--- config.mk ---
export PLATFORM = sky130hd
export DESIGN_NAME = aes_mix_columns_seq
export DESIGN_NICKNAME = d
export VERILOG_FILES = /design/src/rtl/aes_pkg.sv /design/src/rtl/aes_mix_single_column.sv /design/src/rtl/aes_mix_columns_seq.sv
export SDC_FILE = /design/constraint.sdc
export NUM_CORES = 1
export LEC_CHECK = 0
export BUFFER_PORTS_ARGS = -buffer_cell sky130_fd_sc_hd__clkbuf_2
export CAP_MARGIN = 20
export CORE_MARGIN = 2
export CORE_UTILIZATION = 58
export CTS_BUF_LIST = sky130_fd_sc_hd__clkbuf_16
export CTS_CLUSTER_SIZE = 28
export DETAILED_ROUTE_END_ITERATION = 6
export GPL_TIMING_DRIVEN = 0
export MAX_ROUTING_LAYER = met4
export PLACE_DENSITY = 0.95
export SYNTH_ARGS = -nofsm -noshare
export SYNTH_HDL_FRONTEND = slang
export SYNTH_SLANG_ARGS = --single-unit
--- constraint.sdc ---
create_clock -name clk_i -period 8.1 [get_ports clk_i]
set_clock_uncertainty 0.1 [all_clocks]
set_input_delay 1.62 -clock clk_i [delete_from_list [all_inputs] [get_ports clk_i]]
set_output_delay 1.62 -clock clk_i [all_outputs]
set_load 0.1 [all_outputs]
--- src/rtl/aes_pkg.sv ---
// Shared AES types and helpers: cipher direction, MixColumns sequencer states,
// column slicing of a 128-bit state and GF(2^8) doubling.
package aes_pkg;

  typedef enum logic {
    CIPH_FWD = 1'b0,
    CIPH_INV = 1'b1
  } ciph_op_e;

  typedef enum logic [1:0] {
    MIX_IDLE = 2'd0,
    MIX_BUSY = 2'd1,
    MIX_DONE = 2'd2
  } mix_seq_state_e;

  function automatic logic [31:0] aes_col_get(input logic [127:0] state, input logic [1:0] idx);
    return state[{idx, 5'b00000} +: 32];
  endfunction

  function automatic logic [127:0] aes_col_set(input logic [127:0] state, input logic [1:0] idx,
                                               input logic [31:0] col);
    logic [127:0] s;
    s = state;
    s[{idx, 5'b00000} +: 32] = col;
    return s;
  endfunction

  // Multiply by x in GF(2^8) modulo the AES polynomial.
  function automatic logic [7:0] aes_xtime(input logic [7:0] b);
    return {b[6:0], 1'b0} ^ (b[7] ? 8'h1b : 8'h00);
  endfunction

endpackage

--- src/rtl/aes_mix_single_column.sv ---
// MixColumns / InvMixColumns on one 32-bit column (byte r at bits [8r+7:8r]).
module aes_mix_single_column
  import aes_pkg::*;
(
  input  logic        i_mode,
  input  logic [31:0] i_col,
  output logic [31:0] o_col
);

  logic [7:0] w_a [4];
  logic [7:0] w_u [4];
  logic [7:0] w_x02;
  logic [7:0] w_x13;
  logic [7:0] w_sum;

  // Inverse = forward matrix applied after a cheap {5,0,4,0} circulant pre-step.
  assign w_x02 = (i_mode == CIPH_INV) ? aes_xtime(aes_xtime(w_a[0] ^ w_a[2])) : 8'h00;
  assign w_x13 = (i_mode == CIPH_INV) ? aes_xtime(aes_xtime(w_a[1] ^ w_a[3])) : 8'h00;

  genvar gi;
  generate
    for (gi = 0; gi < 4; gi++) begin : g_byte
      assign w_a[gi] = i_col[8*gi +: 8];
      assign w_u[gi] = w_a[gi] ^ (((gi % 2) == 0) ? w_x02 : w_x13);
      assign o_col[8*gi +: 8] = w_u[gi] ^ w_sum ^ aes_xtime(w_u[gi] ^ w_u[(gi + 1) % 4]);
    end
  endgenerate

  assign w_sum = w_u[0] ^ w_u[1] ^ w_u[2] ^ w_u[3];

endmodule

--- src/rtl/aes_mix_columns_seq.sv ---
// Time-multiplexed MixColumns: one group of ColsPerCycle columns per cycle,
// valid/ready on both sides, result visible only while out_valid_o is high.
module aes_mix_columns_seq
  import aes_pkg::*;
#(
  parameter int ColsPerCycle = 1
) (
  input  logic         clk_i,
  input  logic         rst_i,
  input  logic         clear_i,
  input  logic         mode_i,
  input  logic         in_valid_i,
  output logic         in_ready_o,
  input  logic [127:0] data_i,
  output logic         out_valid_o,
  input  logic         out_ready_i,
  output logic [127:0] data_o,
  output logic         busy_o
);

  localparam int         NumGroups = 4 / ColsPerCycle;
  localparam logic [1:0] LastCnt   = 2'(NumGroups - 1);

  generate
    if (!(ColsPerCycle == 1 || ColsPerCycle == 2 || ColsPerCycle == 4)) begin : g_bad_cpc
      $error("aes_mix_columns_seq: ColsPerCycle must be 1, 2 or 4");
    end
  endgenerate

  mix_seq_state_e r_fsm;
  logic [127:0]   r_state;
  ciph_op_e       r_mode;
  logic [1:0]     r_col_cnt;
  logic           r_in_ready;
  logic           r_out_valid;
  logic           r_busy;

  logic [1:0]     w_col_idx [ColsPerCycle];
  logic [31:0]    w_col_in  [ColsPerCycle];
  logic [31:0]    w_col_out [ColsPerCycle];
  logic [127:0]   w_state_mixed;
  logic [1:0]     w_col_cnt_next;

  genvar gi;
  generate
    for (gi = 0; gi < ColsPerCycle; gi++) begin : g_col
      assign w_col_idx[gi] = 2'(int'(r_col_cnt) * ColsPerCycle + gi);
      assign w_col_in[gi]  = aes_col_get(r_state, w_col_idx[gi]);

      aes_mix_single_column u_col (
        .i_mode (r_mode),
        .i_col  (w_col_in[gi]),
        .o_col  (w_col_out[gi])
      );
    end
  endgenerate

  always_comb begin
    w_state_mixed = r_state;
    for (int i = 0; i < ColsPerCycle; i++) begin
      w_state_mixed = aes_col_set(w_state_mixed, w_col_idx[i], w_col_out[i]);
    end
  end

  // Counter bits above the group range never become set.
  assign w_col_cnt_next = (r_col_cnt == LastCnt) ? 2'd0 : r_col_cnt + 2'd1;

  always_ff @(posedge clk_i) begin
    if (rst_i || clear_i) begin
      r_fsm       <= MIX_IDLE;
      r_state     <= '0;
      r_mode      <= CIPH_FWD;
      r_col_cnt   <= 2'd0;
      r_in_ready  <= 1'b1;
      r_out_valid <= 1'b0;
      r_busy      <= 1'b0;
    end else begin
      case (r_fsm)
        MIX_IDLE: begin
          if (in_valid_i) begin
            r_fsm      <= MIX_BUSY;
            r_state    <= data_i;
            r_mode     <= ciph_op_e'(mode_i);
            r_col_cnt  <= 2'd0;
            r_in_ready <= 1'b0;
            r_busy     <= 1'b1;
          end
        end
        MIX_BUSY: begin
          r_state   <= w_state_mixed;
          r_col_cnt <= w_col_cnt_next;
          if (r_col_cnt == LastCnt) begin
            r_fsm       <= MIX_DONE;
            r_out_valid <= 1'b1;
          end
        end
        MIX_DONE: begin
          if (out_ready_i) begin
            r_fsm       <= MIX_IDLE;
            r_in_ready  <= 1'b1;
            r_out_valid <= 1'b0;
            r_busy      <= 1'b0;
          end
        end
        default: begin
          r_fsm       <= MIX_IDLE;
          r_state     <= '0;
          r_mode      <= CIPH_FWD;
          r_col_cnt   <= 2'd0;
          r_in_ready  <= 1'b1;
          r_out_valid <= 1'b0;
          r_busy      <= 1'b0;
        end
      endcase
    end
  end

  assign in_ready_o  = r_in_ready;
  assign out_valid_o = r_out_valid;
  assign busy_o      = r_busy;
  assign data_o      = r_out_valid ? r_state : 128'h0;

endmodule
==> impl_metrics.env <==
export IMPL_drv_slew=0
export IMPL_syn_area_per_cell_um2=8.94
export IMPL_hold_depth=2
export IMPL_final_common_cell="clkbuf_2"
export IMPL_max_freq_ghz=0.200
export IMPL_internal_power_w=0.00150
export IMPL_dpl_hpwl_mm=32.2
export IMPL_synth_cell_type_count=39
export IMPL_clk_pin_slew_ps=60
export IMPL_tightestPinTransition_ps=1150
export IMPL_syn_instance_count=1106
export IMPL_cp_arrival_ps=3290
export IMPL_cts_root_buf="clkbuf_16"
export IMPL_cts_max_path_buffers=2
export IMPL_setup_viol=0
export IMPL_cts_sinks=136
export IMPL_num_vias=11200
export IMPL_grt_overflow_total=0
export IMPL_route_detailed_drc=0
export IMPL_synthArstFlopShare_pct=0
export IMPL_totalWireLength_mm=44.5
export IMPL_p_leak_nw=5.56
export IMPL_nets=1532
export IMPL_synth_seq_area_share_pct=27.5
export IMPL_slew_headroom_pct=23.0
export IMPL_critPathLaunchType="flip-flop"
export IMPL_path_max_fanout=10
export IMPL_critical_path_class="reg2out"
export IMPL_timing_final_crit_share_pct=61.8
export IMPL_die_y_um=135
export IMPL_portBuffers=264
export IMPL_htree_levels=4
export IMPL_synth_seq_cells=136
export IMPL_area_delta_synth_final_pct=22.9
export IMPL_synth_top_flop_cell="dfxtp_1"
export IMPL_core_area_mm2=0.0166
export IMPL_final_cell_mix="clkbuf_2 (264), dfxtp_1 (136), and2_1 (129)"
export IMPL_fin_hold_ws_ps=376
export IMPL_p_total_w=0.00221
export IMPL_synth_net_count=1249
export IMPL_cts_tree="built"
export IMPL_ant_nets=0
export IMPL_num_rows=47
export IMPL_place_ws_ps=3480
export IMPL_grt_max_degree=17
export IMPL_rsz0062_at_grt="no"
export IMPL_grt_use_total_pct=49.9
export IMPL_crit_required_ps=6380
export IMPL_p_sw_w=0.000710
export IMPL_post_cts_resized=0
export IMPL_fill_cells=1270
export IMPL_initial_core_util_pct=59.4
export IMPL_gp_congestion=1.06
export IMPL_postCtsHoldBufs=0
export IMPL_die_x_um=135
export IMPL_rr_worst_depth=13
export IMPL_drive_gt1_share_pct=24.5
export IMPL_grt_pass1_wl_mm=64.3
export IMPL_vias_per_cell=6.91
export IMPL_antenna_found_initial=2
export IMPL_synth_edf_count=0
export IMPL_pwr_share_comb_pct=25.5
export IMPL_status="completed"
export IMPL_clkPwrFrac_pct=41.5
export IMPL_insertion_delay_ps=450
export IMPL_p_seq_share_pct=33.0
export IMPL_routedWlPerCell_um=27.4
export IMPL_peakVddDrop_mv=0.160
export IMPL_final_util_pct=73.0
export IMPL_ys_warn_count=0
export IMPL_dieArea_mm2=0.0181
export IMPL_drt_iter0_drc=1769
export IMPL_drt_first_pass_iters=6
export IMPL_setup_ws_ps=3090
export IMPL_ioPinCount=265
export IMPL_grt_pass1_vias=10900
export IMPL_layout_min_cycle_time_ps=5010
export IMPL_powerDensity_mw_per_mm2=182
export IMPL_p_sw_share_pct=32.2
export IMPL_cap_violations=0
export IMPL_hold_path_class="reg2reg"
export IMPL_final_hold_viol_count=0
export IMPL_setup_tns_ps=0
export IMPL_post_cts_buffers=0
export IMPL_numCtsBuffers=17
export IMPL_end_kind="primary output"
export IMPL_syn_area_mm2=0.00989
[power by group through the flow]
stage,Sequential [W],Clock [W],Combinational [W]
3_3_place_gp,0.000740,0,0.000526
3_5_place_dp,0.000741,0,0.000532
4_1_cts,0.000727,0.000897,0.000537
6_report,0.000729,0.000917,0.000562
5_1_grt,0.000731,0.000927,0.000583
2_1_floorplan,0.000734,0,0.000362
[cell families after synthesis]
logic type	count (synthesis)	share of synthesized area [%]
AND/OR/NAND/NOR	286	14.6
XOR/XNOR	149	18.1
flip-flops	136	27.5
buffers and inverters	129	5.19
multiplexers	32	7.29
adder cells (fa/ha/maj)	9	1.14
AO/OA/AOI/OAI	365	26.2
[synthesized netlist by cell type, types with 25 or more instances]
cell	n	area share, %
dfxtp_1	136	28
and2_1	129	8.2
o21ai_0	119	6.0
clkbuf_1	91	3.5
a221oi_1	77	6.8
nor2_1	72	2.7
nand2_1	66	2.5
xnor2_1	62	5.5
xor2_1	52	4.6
a22oi_1	49	3.7
o211a_1	48	4.9
mux4_2	32	7.3
inv_1	27	1.0
xnor3_1	25	5.7
[sequential cells by signal, summed over array words and instances (netlist names)]
register,flops
in_ready_o,1
r_mode,1
r_fsm,2
out_valid_o,1
busy_o,1
r_state,128
r_col_cnt,2
[area by class of cell]
class	count	area [µm²]	area share, %
multi-input combinational	841	6650	54.7
inverter	27	101	0.834
sequential	136	2720	22.4
clock inverter	15	231	1.90
timing repair buffer	264	1320	10.9
clock buffer	17	425	3.50
buffer	102	412	3.39
antenna	4	10.0	0.0824
tap	220	275	2.27
[metrics by stage]
stage	cells	instance area, µm²
2_1_floorplan	1106	9890
3_3_place_gp	1590	11500
3_5_place_dp	1590	11500
4_1_cts	1622	12100
5_1_grt	1624	12100
6_report	1626	12200
[metal layers]
layer  vias up  global-route usage (%)  wire length (µm)
met5         -                       -                 0
met4         0                    30.7              3100
met3       267                    16.9              7170
met2      1195                    71.7             18900
met1      5160                    60.4             15400
li1       4618                       -                 -
[worst max-delay path: stages, from the launching register on]
cell and delay, ps:
dfxtp_1 380, clkbuf_1 760, clkbuf_1 900, and2_1 310
clkbuf_2 480
[worst paths after layout]
path	start	endpoint	slack (ps)
max reg2reg	r_col_cnt[0]	r_state[55]	3140
min reg2reg	busy_o	busy_o	380
min	busy_o	busy_o	380
max	out_valid_o	data_o[117]	3090
Power figures use the tool's default switching activity.
